[config.mk]
export PLATFORM = sky130hd
export DESIGN_NAME = siso_shift_ctrl
export DESIGN_NICKNAME = d
export VERILOG_FILES = /design/src/rtl/siso_shift_ctrl_pkg.sv /design/src/rtl/siso_shift_ctrl_cnt.sv /design/src/rtl/siso_shift_ctrl.sv
export SDC_FILE = /design/constraint.sdc
export NUM_CORES = 1
export LEC_CHECK = 0
export CAP_MARGIN = 30
export CORE_MARGIN = 2
export CORE_UTILIZATION = 54
export DETAILED_ROUTE_END_ITERATION = 6
export DONT_BUFFER_PORTS = 1
export HOLD_SLACK_MARGIN = 0.06
export PLACE_DENSITY = 0.72
export SKIP_LAST_GASP = 1
export SYNTH_ARGS = -nofsm -noshare
export SYNTH_HDL_FRONTEND = slang
export SYNTH_SLANG_ARGS = --single-unit
[constraint.sdc]
create_clock -name clk -period 2.6 [get_ports clk]
set_clock_uncertainty 0.1 [all_clocks]
set_input_delay 0.26 -clock clk [delete_from_list [all_inputs] [get_ports clk]]
set_output_delay 0.26 -clock clk [all_outputs]
set_load 0.05 [all_outputs]
[src/rtl/siso_shift_ctrl_pkg.sv]
// Shared state encoding and counter sizing for the SISO shift-register sequencer.
package siso_shift_ctrl_pkg;

  typedef enum logic [2:0] {IDLE, CLEAR, SHIFT, FLUSH, DONE, ABORT} state_t;

  // Sized for the longest reload value so the down-counter never wraps.
  function automatic int cnt_w(input int width, input int depth);
    int m;
    m = (width > depth) ? width : depth;
    return $clog2(m + 1);
  endfunction

endpackage

[src/rtl/siso_shift_ctrl_cnt.sv]
// Loadable down-counter with zero flag, shared by the SHIFT/FLUSH phases and the bit_valid window.
module siso_shift_ctrl_cnt #(
  parameter int CW = 3
) (
  input  logic          clk,
  input  logic          reset_n,
  input  logic          i_load,
  input  logic [CW-1:0] i_load_val,
  input  logic          i_dec,
  output logic [CW-1:0] o_count_nxt,
  output logic          o_zero
);

  logic [CW-1:0] r_count;
  logic [CW-1:0] w_count_nxt;

  // Decrement saturates at zero; a reload always takes priority.
  always_comb begin
    w_count_nxt = r_count;
    if (i_load) begin
      w_count_nxt = i_load_val;
    end else if (i_dec && (r_count != '0)) begin
      w_count_nxt = r_count - CW'(1);
    end
  end

  always_ff @(posedge clk or negedge reset_n) begin
    if (!reset_n) begin
      r_count <= '0;
    end else begin
      r_count <= w_count_nxt;
    end
  end

  assign o_count_nxt = w_count_nxt;
  assign o_zero      = (r_count == '0);

endmodule

[src/rtl/siso_shift_ctrl.sv]
// Sequencer feeding a DEPTH-stage SISO shift register from a valid/ready word source.
// Optional even-parity trailer bit and parity_bit port enabled by SISO_SHIFT_CTRL_PARITY_EN.
module siso_shift_ctrl
  import siso_shift_ctrl_pkg::*;
#(
  parameter int WIDTH     = 4,
  parameter int DEPTH     = 4,
  parameter int MSB_FIRST = 0
) (
  input  logic             clk,
  input  logic             reset_n,
  input  logic             s_valid,
  output logic             s_ready,
  input  logic [WIDTH-1:0] s_data,
  input  logic             abort,
  output logic             sr_clr,
  output logic             sr_en,
  output logic             sr_in,
  output logic             bit_valid,
  output logic             busy,
  output logic             done,
  output logic             aborted
`ifdef SISO_SHIFT_CTRL_PARITY_EN
  ,
  output logic             parity_bit
`endif
);

`ifdef SISO_SHIFT_CTRL_PARITY_EN
  localparam int N = WIDTH + 1;
`else
  localparam int N = WIDTH;
`endif
  localparam int            CW         = cnt_w(N, DEPTH);
  localparam logic [CW-1:0] SHIFT_LOAD = CW'(N - 1);
  localparam logic [CW-1:0] FLUSH_LOAD = CW'(DEPTH - 2);

  state_t        r_state;
  state_t        w_nxt_state;
  logic [N-1:0]  r_seq;
  logic [N-1:0]  w_seq;
  logic          w_accept;
  logic          w_cnt_load;
  logic [CW-1:0] w_cnt_load_val;
  logic          w_cnt_dec;
  logic [CW-1:0] w_cnt_nxt;
  logic          w_cnt_zero;
  logic          w_sr_in_nxt;
  logic          w_bit_valid_nxt;
  logic          r_s_ready, r_sr_clr, r_sr_en, r_sr_in, r_bit_valid;
  logic          r_busy, r_done, r_aborted;

  assign w_accept = (r_state == IDLE) && s_valid;

  // Word is stored in transmit order indexed by the counter: r_seq[N-1] goes out first.
  always_comb begin
    w_seq = '0;
    for (int i = 0; i < WIDTH; i++) begin
      w_seq[N-1-i] = (MSB_FIRST != 0) ? s_data[WIDTH-1-i] : s_data[i];
    end
`ifdef SISO_SHIFT_CTRL_PARITY_EN
    w_seq[0] = ^s_data;
`endif
  end

  always_comb begin
    w_nxt_state    = r_state;
    w_cnt_load     = 1'b0;
    w_cnt_load_val = '0;
    w_cnt_dec      = 1'b0;
    case (r_state)
      IDLE: begin
        if (s_valid) begin
          w_nxt_state = CLEAR;
          w_cnt_load  = 1'b1;
        end
      end
      CLEAR: begin
        w_cnt_load = 1'b1;
        if (abort) begin
          w_nxt_state = ABORT;
        end else begin
          w_nxt_state    = SHIFT;
          w_cnt_load_val = SHIFT_LOAD;
        end
      end
      SHIFT: begin
        if (abort) begin
          w_nxt_state = ABORT;
          w_cnt_load  = 1'b1;
        end else if (w_cnt_zero) begin
          w_nxt_state    = FLUSH;
          w_cnt_load     = 1'b1;
          w_cnt_load_val = FLUSH_LOAD;
        end else begin
          w_cnt_dec = 1'b1;
        end
      end
      FLUSH: begin
        if (abort) begin
          w_nxt_state = ABORT;
          w_cnt_load  = 1'b1;
        end else if (w_cnt_zero) begin
          w_nxt_state = DONE;
          w_cnt_load  = 1'b1;
        end else begin
          w_cnt_dec = 1'b1;
        end
      end
      default: begin
        w_nxt_state = IDLE;
        w_cnt_load  = 1'b1;
      end
    endcase
  end

  siso_shift_ctrl_cnt #(.CW(CW)) u_cnt (
    .clk         (clk),
    .reset_n     (reset_n),
    .i_load      (w_cnt_load),
    .i_load_val  (w_cnt_load_val),
    .i_dec       (w_cnt_dec),
    .o_count_nxt (w_cnt_nxt),
    .o_zero      (w_cnt_zero)
  );

  // bit_valid covers the last N cycles up to and including DONE, i.e. remaining-cycles < N.
  always_comb begin
    w_sr_in_nxt     = 1'b0;
    w_bit_valid_nxt = 1'b0;
    if (w_nxt_state == SHIFT) begin
      for (int i = 0; i < N; i++) begin
        if (w_cnt_nxt == CW'(i)) w_sr_in_nxt = r_seq[i];
      end
    end
    case (w_nxt_state)
      SHIFT:   w_bit_valid_nxt = (int'(w_cnt_nxt) + DEPTH <= N - 1);
      FLUSH:   w_bit_valid_nxt = (int'(w_cnt_nxt) + 2 <= N);
      DONE:    w_bit_valid_nxt = 1'b1;
      default: w_bit_valid_nxt = 1'b0;
    endcase
  end

  always_ff @(posedge clk or negedge reset_n) begin
    if (!reset_n) begin
      r_state     <= IDLE;
      r_seq       <= '0;
      r_s_ready   <= 1'b1;
      r_sr_clr    <= 1'b0;
      r_sr_en     <= 1'b0;
      r_sr_in     <= 1'b0;
      r_bit_valid <= 1'b0;
      r_busy      <= 1'b0;
      r_done      <= 1'b0;
      r_aborted   <= 1'b0;
    end else begin
      r_state     <= w_nxt_state;
      if (w_accept) r_seq <= w_seq;
      r_s_ready   <= (w_nxt_state == IDLE);
      r_sr_clr    <= (w_nxt_state == CLEAR) || (w_nxt_state == ABORT);
      r_sr_en     <= (w_nxt_state == SHIFT) || (w_nxt_state == FLUSH);
      r_sr_in     <= w_sr_in_nxt;
      r_bit_valid <= w_bit_valid_nxt;
      r_busy      <= (w_nxt_state != IDLE);
      r_done      <= (w_nxt_state == DONE);
      r_aborted   <= (w_nxt_state == ABORT);
    end
  end

`ifdef SISO_SHIFT_CTRL_PARITY_EN
  logic r_parity;

  always_ff @(posedge clk or negedge reset_n) begin
    if (!reset_n) begin
      r_parity <= 1'b0;
    end else if (w_accept) begin
      r_parity <= ^s_data;
    end
  end

  assign parity_bit = r_parity;
`endif

  assign s_ready   = r_s_ready;
  assign sr_clr    = r_sr_clr;
  assign sr_en     = r_sr_en;
  assign sr_in     = r_sr_in;
  assign bit_valid = r_bit_valid;
  assign busy      = r_busy;
  assign done      = r_done;
  assign aborted   = r_aborted;

endmodule

After elaboration in Yosys (flattened, before gate mapping)
Index checks and enable logic that the tools add are counted.

operators by class
  add/sub/neg operators = 3
  order comparisons = 2
  equality and inequality tests = 11
  multiplexer cells = 26
  reduce and logical (&&, ||, !) cells = 11

operators with widths
  operator             count
  $mux 3               8
  $eq 3x2->1 const B   6
  $logic_not 3->1      4
  $pmux 3 s4           1
  $mux 1               11
  $eq 3x1->1 const B   3
  $eq 3x3->1 const B   2
  $mux 2               3
  $reduce_bool 3->1    2
  $add 3x2->4 const B  1
  $add 3x3->4 const B  1
  $le 4x2->1 const B   1
  $le 4x3->1 const B   1
  $pmux 2 s2           1
  $pmux 1 s3           1
  $sub 3x1->3 const B  1
  $logic_and 1x1->1    2
  $logic_or 1x1->1     2
  $pmux 1 s2           1
  $reduce_or 2->1      1

storage, ports and cells
  register bits after elaboration = 18
  bits of input ports = 8
  output and inout port bits = 8

Depth between registers and ports, before layout
Gate-level depths: netlist of run 1.

  depth in word-level cells = 13
  mapped depth = 12
  depth with buffers taken out = 12

By module
A second synthesis of run 1 with hierarchy kept.

second synthesis, totals
  cell total of the unflattened synthesis = 78
  area, all modules = 900.9 um^2

modules (own cells, without submodules)
  module               instances  cells each  area each (um^2)  seq. area each (um^2)
  siso_shift_ctrl      1          59          710.7             376.6
  siso_shift_ctrl_cnt  1          19          190.2             75.1

Least setup slack after synthesis of run 1
OpenSTA, ideal clock, no wires.

  kind = flip-flop to flip-flop
  from = reg u_cnt.r_count[0]
  to = reg r_bit_valid, in the netlist bit_valid
  setup time = 0.136 ns
  arrival time = 2.328 ns
  setup slack = 0.036 ns
  cell stages (with the launch flop) = 13
  path buffers = 0
  clock period less this slack = 2.564 ns
  path through = dfrtp_1 > inv_1 > ha_1 > ha_1 > and2b_1 > o21bai_4 > and2_4 > a21oi_1 > ha_1 > nor2_1 > maj3_1 > a21oi_1 > nor3_1

between the ends
  cells in the longest elaborated chain, start to end = 10

ends and longest elaborated chain
  element                                     RTL line                                        text
  start, declared                             siso_shift_ctrl_cnt.sv:14                       logic [CW-1:0] r_count;
  start signal, assigned                      siso_shift_ctrl_cnt.sv:31                       r_count <= w_count_nxt;
  $logic_not 3->1                             siso_shift_ctrl_cnt.sv:36                       assign o_zero = (r_count == '0);
  $mux 1                                      siso_shift_ctrl.sv:91, siso_shift_ctrl.sv:103
  $mux 1                                      siso_shift_ctrl.sv:100                          if (abort) begin
  $mux 1                                      n/a
  $logic_and 1x1->1                           siso_shift_ctrl_cnt.sv:22                       end else if (i_dec && (r_count != '0)) begin
  $mux 3                                      siso_shift_ctrl_cnt.sv:22
  $mux 3 (*)                                  siso_shift_ctrl_cnt.sv:20                       if (i_load) begin
  via u_cnt.o_count_nxt[1]                    siso_shift_ctrl_cnt.sv:10                       output logic [CW-1:0] o_count_nxt,
  $add 3x2->4 or $add 3x3->4 (tied branches)  siso_shift_ctrl.sv:138, siso_shift_ctrl.sv:137
  $le 4x3->1 or $le 4x2->1 (tied branches)    siso_shift_ctrl.sv:138, siso_shift_ctrl.sv:137
  $pmux 1 s3 (*)                              siso_shift_ctrl.sv:136                          case (w_nxt_state)
  via w_bit_valid_nxt                         siso_shift_ctrl.sv:49                           logic w_bit_valid_nxt;
  end signal, assigned                        siso_shift_ctrl.sv:163                          r_bit_valid <= w_bit_valid_nxt;
  end, declared                               siso_shift_ctrl.sv:50                           logic r_s_ready, r_sr_clr, r_sr_en, r_sr_in, r_bit_valid;

Mark *: on every way through the listed nets, which the timed path passes. The rest lies on a longest branch.
A chain may end at the register's enable or synchronous reset.

Worst setup path in the final report of run 1
Same ends and word-level chain as after synthesis.

==> summary.txt, run 1 <==
Run status
  • Status: finished, final reports clean

Worst setup path
  • Worst Setup SP: u_cnt.r_count[0]$_DFF_PN0_
  • WP data arrival: 2.56 ns
  • Critical path type: reg2reg
  • Worst Path Max Fanout: 4
  • Critical Path Source Type: register
  • Worst reg2reg startpoint: u_cnt.r_count[0]$_DFF_PN0_
  • Worst setup EP type: register
  • WP data required: 2.70 ns

Clock network
  • Clock sink total: 18
  • Clock Path Buffers: 2
  • CTS tree: built
  • Clk pin slew, worst setup/hold paths: 0.11 ns
  • Root buffer cell: clkbuf_4
  • CTS H-tree depth: 1
  • Clock Latency Late Sink: 0.31 ns
  • Clock buffers created by TritonCTS: 3

Synth
  • Area contributors post-synth: dfrtp_1 45%, a21oi_1 5.3%, ha_1 4.0%
  • Sequential element share of the synthesized area: 48.1%
  • Netlist cell types: 37
  • Area leader, netlist: dfrtp_1
  • Post-synthesis cell area: 940 sq um
  • #FFs+latches synth: 18
  • Cells after synthesis: 88
  • Synth top area share: 45.3%
  • Synth Net Count: 99
  • YS warnings: 0
  • Syn_area_per_cell: 10.7 sq um

Placement
  • PortBufs: 0
  • Gpl congestion: 0.828
  • Placement Setup Slack: 0.0420 ns
  • Placed Cells: 106
  • Final HPWL DP: 1.23 mm

Worst hold path
  • Hold path start: abort
  • Hold crit path type: in2reg

Routing
  • DRT Pass-1 Iters: 4
  • Drt total wl: 1.80 mm
  • First DRT Iteration DRCs: 12
  • Via count: 689
  • # DRC: 0
  • Routed Antenna Nets: 0
  • Routed wire per std cell: 15.2 microns
  • Vias/cell: 5.84

Cells and area
  • # diodes: 0
  • Fin nets: 113
  • Core Util, Final: 65.1%
  • Final Non-Filler Cells: 118
  • Layout cells sized above 1: 23.8%
  • Area Growth Syn to Fin: 17.0%

Global route
  • First-pass GRT wire length: 2.93 mm
  • Vias in the first global route: 675
  • Pin count of the biggest net entering global routing: 19
  • Final global-route overflow total: 0
  • Overall Global Routing Usage: 20.4%
  • Initial antenna violation count: 0

Power
  • P per Cell Area: 1350 nW/um^2
  • P_leak: 0.470 nW
  • Worst-case vdd ir drop: 0.749 mV

Die
  • Starting Density: 55.6%
  • Die Ht: 45.7 microns
  • Number of top-level pins: 16
  • Overall die width: 45.7 microns
  • Placement Rows: 15
  • Die area: 2090 sq um
  • Core region area: 1690 sq um

STA
  • Tcrit/Tclk final: 94.7%
  • Worst Tran Pin Value: 0.798 ns
  • Fin worst setup slack: 0.139 ns
  • Final slew viol count: 0
  • Max Freq: 0.406 GHz
  • Final setup fails: 0
  • Setup TNS: 0 ns
  • Minimum clock period: 2.46 ns
  • Relative slew slack: 46.6%
  • RSZ-0062 raised after global routing: no
  • Final hold violation count: 0

Flow run
  • Max-cap violations: 0
## area by class of cell
| class | instances | area [sq um] |
|---|---|---|
| repair buffers | 13 | 115 |
| clock buffers | 4 | 36.3 |
| multi-input cells | 60 | 453 |
| fillers | 131 | 589 |
| inverters | 6 | 22.5 |
| flip-flops and latches | 18 | 452 |
| well taps | 17 | 21.3 |
## flip-flops by register name, indices dropped and copies added (netlist names)
| register | flops |
|---|---|
| busy | 1 |
| s_ready | 1 |
| sr_clr | 1 |
| sr_in | 1 |
| done | 1 |
| r_state | 3 |
| r_seq | 4 |
| u_cnt.r_count | 3 |
| sr_en | 1 |
| bit_valid | 1 |
| aborted | 1 |
## what timing repair did
item | 4_1_cts | 5_1_grt
setup endpoints to repair | 1 | 1
setup buffers | 0 | 1
hold buffers | 7 | 0
endpoints found under the hold margin | 29 | 0
gates resized for setup | 0 | 4
pin swaps | 1 | 3
## report_power, final
group | total, mW | internal [mW] | switching, mW
Sequential | 0.653 | 0.401 | 0.252
Clock | 0.179 | 0.0856 | 0.0937
Combinational | 0.653 | 0.319 | 0.334
Total | 1.49 | 0.805 | 0.680
## worst max-delay path: stages, from the launching register on
cell      delay (ns)
dfrtp_1         0.36
inv_1           0.06
ha_2            0.19
ha_4            0.17
and2b_1         0.18
o21bai_4        0.16
and2_4          0.17
a21oi_1         0.08
ha_1            0.30
nor2_1          0.04
maj3_1          0.36
a21oi_2         0.11
nor3_1          0.05
## through the flow
stage	total power [mW]	hold WS, ns	cell area, sq um
2_1_floorplan	1.11	-0.136	940
3_3_place_gp	1.23	-0.135	967
5_1_grt	1.60	0.0974	1100
6_report	1.49	0.0625	1100
3_5_place_dp	1.25	-0.135	967
4_1_cts	1.44	0.0701	1070
## metal layers
metal	track usage [%]	up-vias	share of wire, %
li1	-	339	-
met1	25.4	330	46
met2	33.0	15	49
met3	4.76	5	2.7
met4	10.3	0	3.0
met5	0	-	0
## layout by cell type (no fill, tap or decap), types with 2 or more instances in the layout
cell / instances
a21oi_1: 9
dlygate4sd3_1: 7
mux2_2: 3
buf_4: 6
nor2_1: 9
nand2_1: 2
nor4b_1: 3
nor3_1: 3
clkbuf_4: 3
inv_1: 6
dfrtp_1: 17
nor2b_1: 2
o21ai_0: 3
## worst paths after layout
check / depth (start not counted) / slack, ns / endpoint
worst max-delay path: 12 / 0.14 / bit_valid$_DFF_PN0_
worst min-delay path: 2 / 0.06 / aborted$_DFF_PN0_
worst max register to register: 12 / 0.14 / bit_valid$_DFF_PN0_
worst min register to register: 1 / 0.43 / r_seq[3]$_DFFE_PN0P_
max in group asynchronous: 1 / 1.53 / bit_valid$_DFF_PN0_
min in group asynchronous: 1 / 0.37 / r_state[0]$_DFF_PN0_
## synth_stat cells, drive strengths merged
| master | n |
|---|---|
| dfrtp | 17 |
| a21oi | 10 |
| nor2 | 9 |
| inv | 6 |
| nor3 | 5 |
| buf | 4 |
| nor4b | 4 |
| ha | 3 |
| mux2 | 3 |
| nand2 | 3 |
| o21ai | 3 |
| and2 | 2 |
| nand2b | 2 |
| nor2b | 2 |
| a211o | 1 |
| a21o | 1 |
| a2bb2oi | 1 |
| a41oi | 1 |
| and2b | 1 |
| dfstp | 1 |
| maj3 | 1 |
| nand3 | 1 |
| nand4 | 1 |
| o21bai | 1 |
| o221a | 1 |
| o311ai | 1 |
| o31a | 1 |
| or2 | 1 |
| xnor2 | 1 |
## cell families after synthesis
logic type / share of synthesized area [%]
simple gates: 21.0
compound gates: 15.6
flops: 48.1
buf+inv: 5.72
fa+ha+maj: 5.06
mux: 3.59
xor+xnor: 0.932
(Power assumes the default switching activity.)
==> run 2, diff against run 1 <==
--- a/config.mk
+++ b/config.mk
@@ -5,13 +5,13 @@
 export SDC_FILE = /design/constraint.sdc
 export NUM_CORES = 1
 export LEC_CHECK = 0
-export CAP_MARGIN = 30
 export CORE_MARGIN = 2
-export CORE_UTILIZATION = 54
+export CORE_UTILIZATION = 55
 export DETAILED_ROUTE_END_ITERATION = 6
 export DONT_BUFFER_PORTS = 1
 export HOLD_SLACK_MARGIN = 0.06
-export PLACE_DENSITY = 0.72
+export PLACE_DENSITY = 0.7
+export SETUP_SLACK_MARGIN = 0.02
 export SKIP_LAST_GASP = 1
 export SYNTH_ARGS = -nofsm -noshare
 export SYNTH_HDL_FRONTEND = slang
==> constraint.sdc (replaced) <==
create_clock -name clk -period 2.68 [get_ports clk]
set_clock_uncertainty 0.1 [all_clocks]
set_input_delay 0.268 -clock clk [delete_from_list [all_inputs] [get_ports clk]]
set_output_delay 0.268 -clock clk [all_outputs]
set_load 0.05 [all_outputs]
==> summary.txt, run 2 (same netlist as run 1, synthesis figures left out) <==
STA
  • Tcrit/Tclk final: 94.4% (-0.27 points)
  • Relative slew slack: 47.3% (+0.72 points)
  • Setup TNS: 0 ns (unchanged)
  • Final setup fails: 0 (unchanged)
  • WHS: 0.0647 ns (+0.00227 ns)
  • Final slew viol count: 0 (unchanged)
  • Worst Tran Pin Value: 0.787 ns (-0.0108 ns)
  • RSZ-0062 raised after global routing: no
  • Minimum clock period: 2.53 ns (+0.0686 ns)
  • Final hold violation count: 0 (unchanged)
  • Max Freq: 0.395 GHz (-2.7%)

Clock network
  • CTS tree: built
  • Clock Latency Late Sink: 0.30 ns (about the same)
  • CTS H-tree depth: 1 (unchanged)
  • Clk pin slew, worst setup/hold paths: 0.10 ns (about the same)
  • Clock Path Buffers: 2 (unchanged)
  • Clock sink total: 18 (unchanged)
  • Clock buffers created by TritonCTS: 3 (unchanged)
  • Root buffer cell: clkbuf_4

Cells and area
  • Fin nets: 115 (+1.8%)
  • Top reg by flops: r_seq
  • Area Growth Syn to Fin: 16.4%
  • # diodes: 0 (unchanged)
  • Most common cell after layout, fill and taps aside: dfrtp_1
  • Layout cells sized above 1: 22.3% (-1.4 points)
  • Largest register FFs: 4 (unchanged)
  • Top flop regs: r_seq (4), r_state (3), u_cnt.r_count (3)
  • Final Instance Area: 1090 sq um (-0.57%)
  • Commonest non-fill, non-tap cells in the layout: 17 x dfrtp_1, 10 x a21oi_1, 9 x nor2_1

Die
  • Placement Rows: 14 (-1)
  • Starting Density: 60.3% (+4.6 points)
  • Die area: 2060 sq um (-1.7%)
  • Die Ht: 45.3 microns (-0.83%)
  • Overall die width: 45.3 microns (-0.83%)
  • Number of top-level pins: 16 (unchanged)
  • Core region area: 1560 sq um (-7.7%)

Routing
  • Via count: 706 (+2.5%)
  • First DRT Iteration DRCs: 29 (+17)
  • DRT Pass-1 Iters: 4 (unchanged)
  • Vias/cell: 5.93 (+1.6%)
  • # DRC: 0 (unchanged)
  • Drt total wl: 1.86 mm (+3.5%)
  • Routed Antenna Nets: 0 (unchanged)
  • Routed wire per std cell: 15.6 microns (+2.6%)

Worst setup path
  • Critical Path Max Stage Delay: 0.36 ns (about the same)
  • Slowest CP cell: dfrtp_1
  • WP data arrival: 2.62 ns (+0.06 ns)
  • Worst setup EP type: register
  • Worst Path Max Fanout: 6 (+2)
  • Critical Path Source Type: register
  • Crit path cell chain: inv_1, ha_1, ha_2, and2b_1, o21bai_4, and2_4, a21oi_1, ha_1, nor2_1, maj3_1, a21oi_1, nor3_1
  • Critical path type: reg2reg
  • WP data required: 2.77 ns (+0.07 ns)

Global route
  • Initial antenna violation count: 0 (unchanged)
  • Final global-route overflow total: 0 (unchanged)
  • Pin count of the biggest net entering global routing: 19 (unchanged)
  • Vias in the first global route: 665 (-1.5%)
  • First-pass GRT wire length: 2.96 mm (+0.95%)
  • Overall Global Routing Usage: 21.0% (+0.61 points)

Worst hold path
  • Hold crit path type: in2reg

Power
  • P_leak: 0.472 nW (+0.36%)
  • P per Cell Area: 1290 nW/um^2 (-4.8%)
  • Worst-case vdd ir drop: 0.756 mV (+0.92%)

Run status
  • Status: finished, final reports clean

Placement
  • Gpl congestion: 0.822 (-0.74%)
  • PortBufs: 0 (unchanged)
  • Placed Area: 966 sq um (-0.13%)
  • Final HPWL DP: 1.21 mm (-1.8%)

Flow run
  • Max-cap violations: 0 (unchanged)
run 2: cell types whose count changed in the layout (fill, tap and decap cells not counted), sizes merged:
cell and delta:
buf +2
run 2: report_power, final:
| part | total (mW) | switching, mW | leakage (nW) | internal, mW |
|---|---|---|---|---|
| registers | 0.625 | 0.235 | 0.227 | 0.389 |
| logic | 0.641 | 0.341 | 0.229 | 0.300 |
| clock network | 0.141 | 0.0827 | 0.0150 | 0.0580 |
run 2: what timing repair did:
| item | in CTS | in global routing |
|---|---|---|
| resized for setup | 0 | 2 |
| endpoints found under the setup margin | 0 | 1 |
| hold endpoints to repair | 28 | 0 |
| hold buffers | 7 | 0 |
| setup buffers | 0 | 3 |
run 2: path summary, 6_finish.rpt:
path                                                  from                    to  slack, ns  depth (start not counted)
worst max-delay path            u_cnt.r_count[0]$_DFF_PN0_   bit_valid$_DFF_PN0_       0.15                         12
worst min-delay path                                 abort   bit_valid$_DFF_PN0_       0.06                          2
worst max register to register  u_cnt.r_count[0]$_DFF_PN0_   bit_valid$_DFF_PN0_       0.15                         12
worst min register to register        r_seq[3]$_DFFE_PN0P_  r_seq[3]$_DFFE_PN0P_       0.42                          1
max in group asynchronous                          reset_n  r_state[1]$_DFF_PN0_       1.60                          1
min in group asynchronous                          reset_n  r_seq[3]$_DFFE_PN0P_       0.38                          1
run 2: area by class of cell:
cell class              count  area (sq um)
fillers                   113           465
flip-flops and latches     18           452
multi-input cells          60           443
repair buffers             15           130
clock buffers               4          26.3
inverters                   6          22.5
well taps                  16          20.0
run 2: worst max-delay path, delay by kind of cell, from the launching register on:
kind | cells | cell delay [ns]
AND/OR/NAND/NOR | 4 | 0.49
AO/OA/AOI/OAI | 3 | 0.36
flip-flops | 1 | 0.36
adder cells (fa/ha/maj) | 4 | 1.06
buffers and inverters | 1 | 0.07
run 2: through the flow:
| stage | instances | worst slack, ns | utilization [%] | total power, mW |
|---|---|---|---|---|
| after floorplan | 88 | 0.116 | - | 1.07 |
| after global routing | 119 | 0.0118 | 70.1 | 1.51 |
| after global placement | 105 | 0.143 | 62.0 | 1.19 |
| after detailed placement | 105 | 0.117 | 62.0 | 1.21 |
| after CTS | 116 | 0.0788 | 68.1 | 1.36 |
| final | 119 | 0.150 | 70.1 | 1.41 |
run 2: metal layers:
| metal | wire (microns) | GRT usage, % | vias to the layer above | part of all wire [%] |
|---|---|---|---|---|
| li1 | - | - | 341 | - |
| met4 | 70 | 14.1 | 0 | 3.8 |
| met3 | 60 | 2.40 | 9 | 3.2 |
| met5 | 0 | 0 | - | 0 |
| met1 | 863 | 27.7 | 332 | 46 |
| met2 | 863 | 32.3 | 24 | 46 |
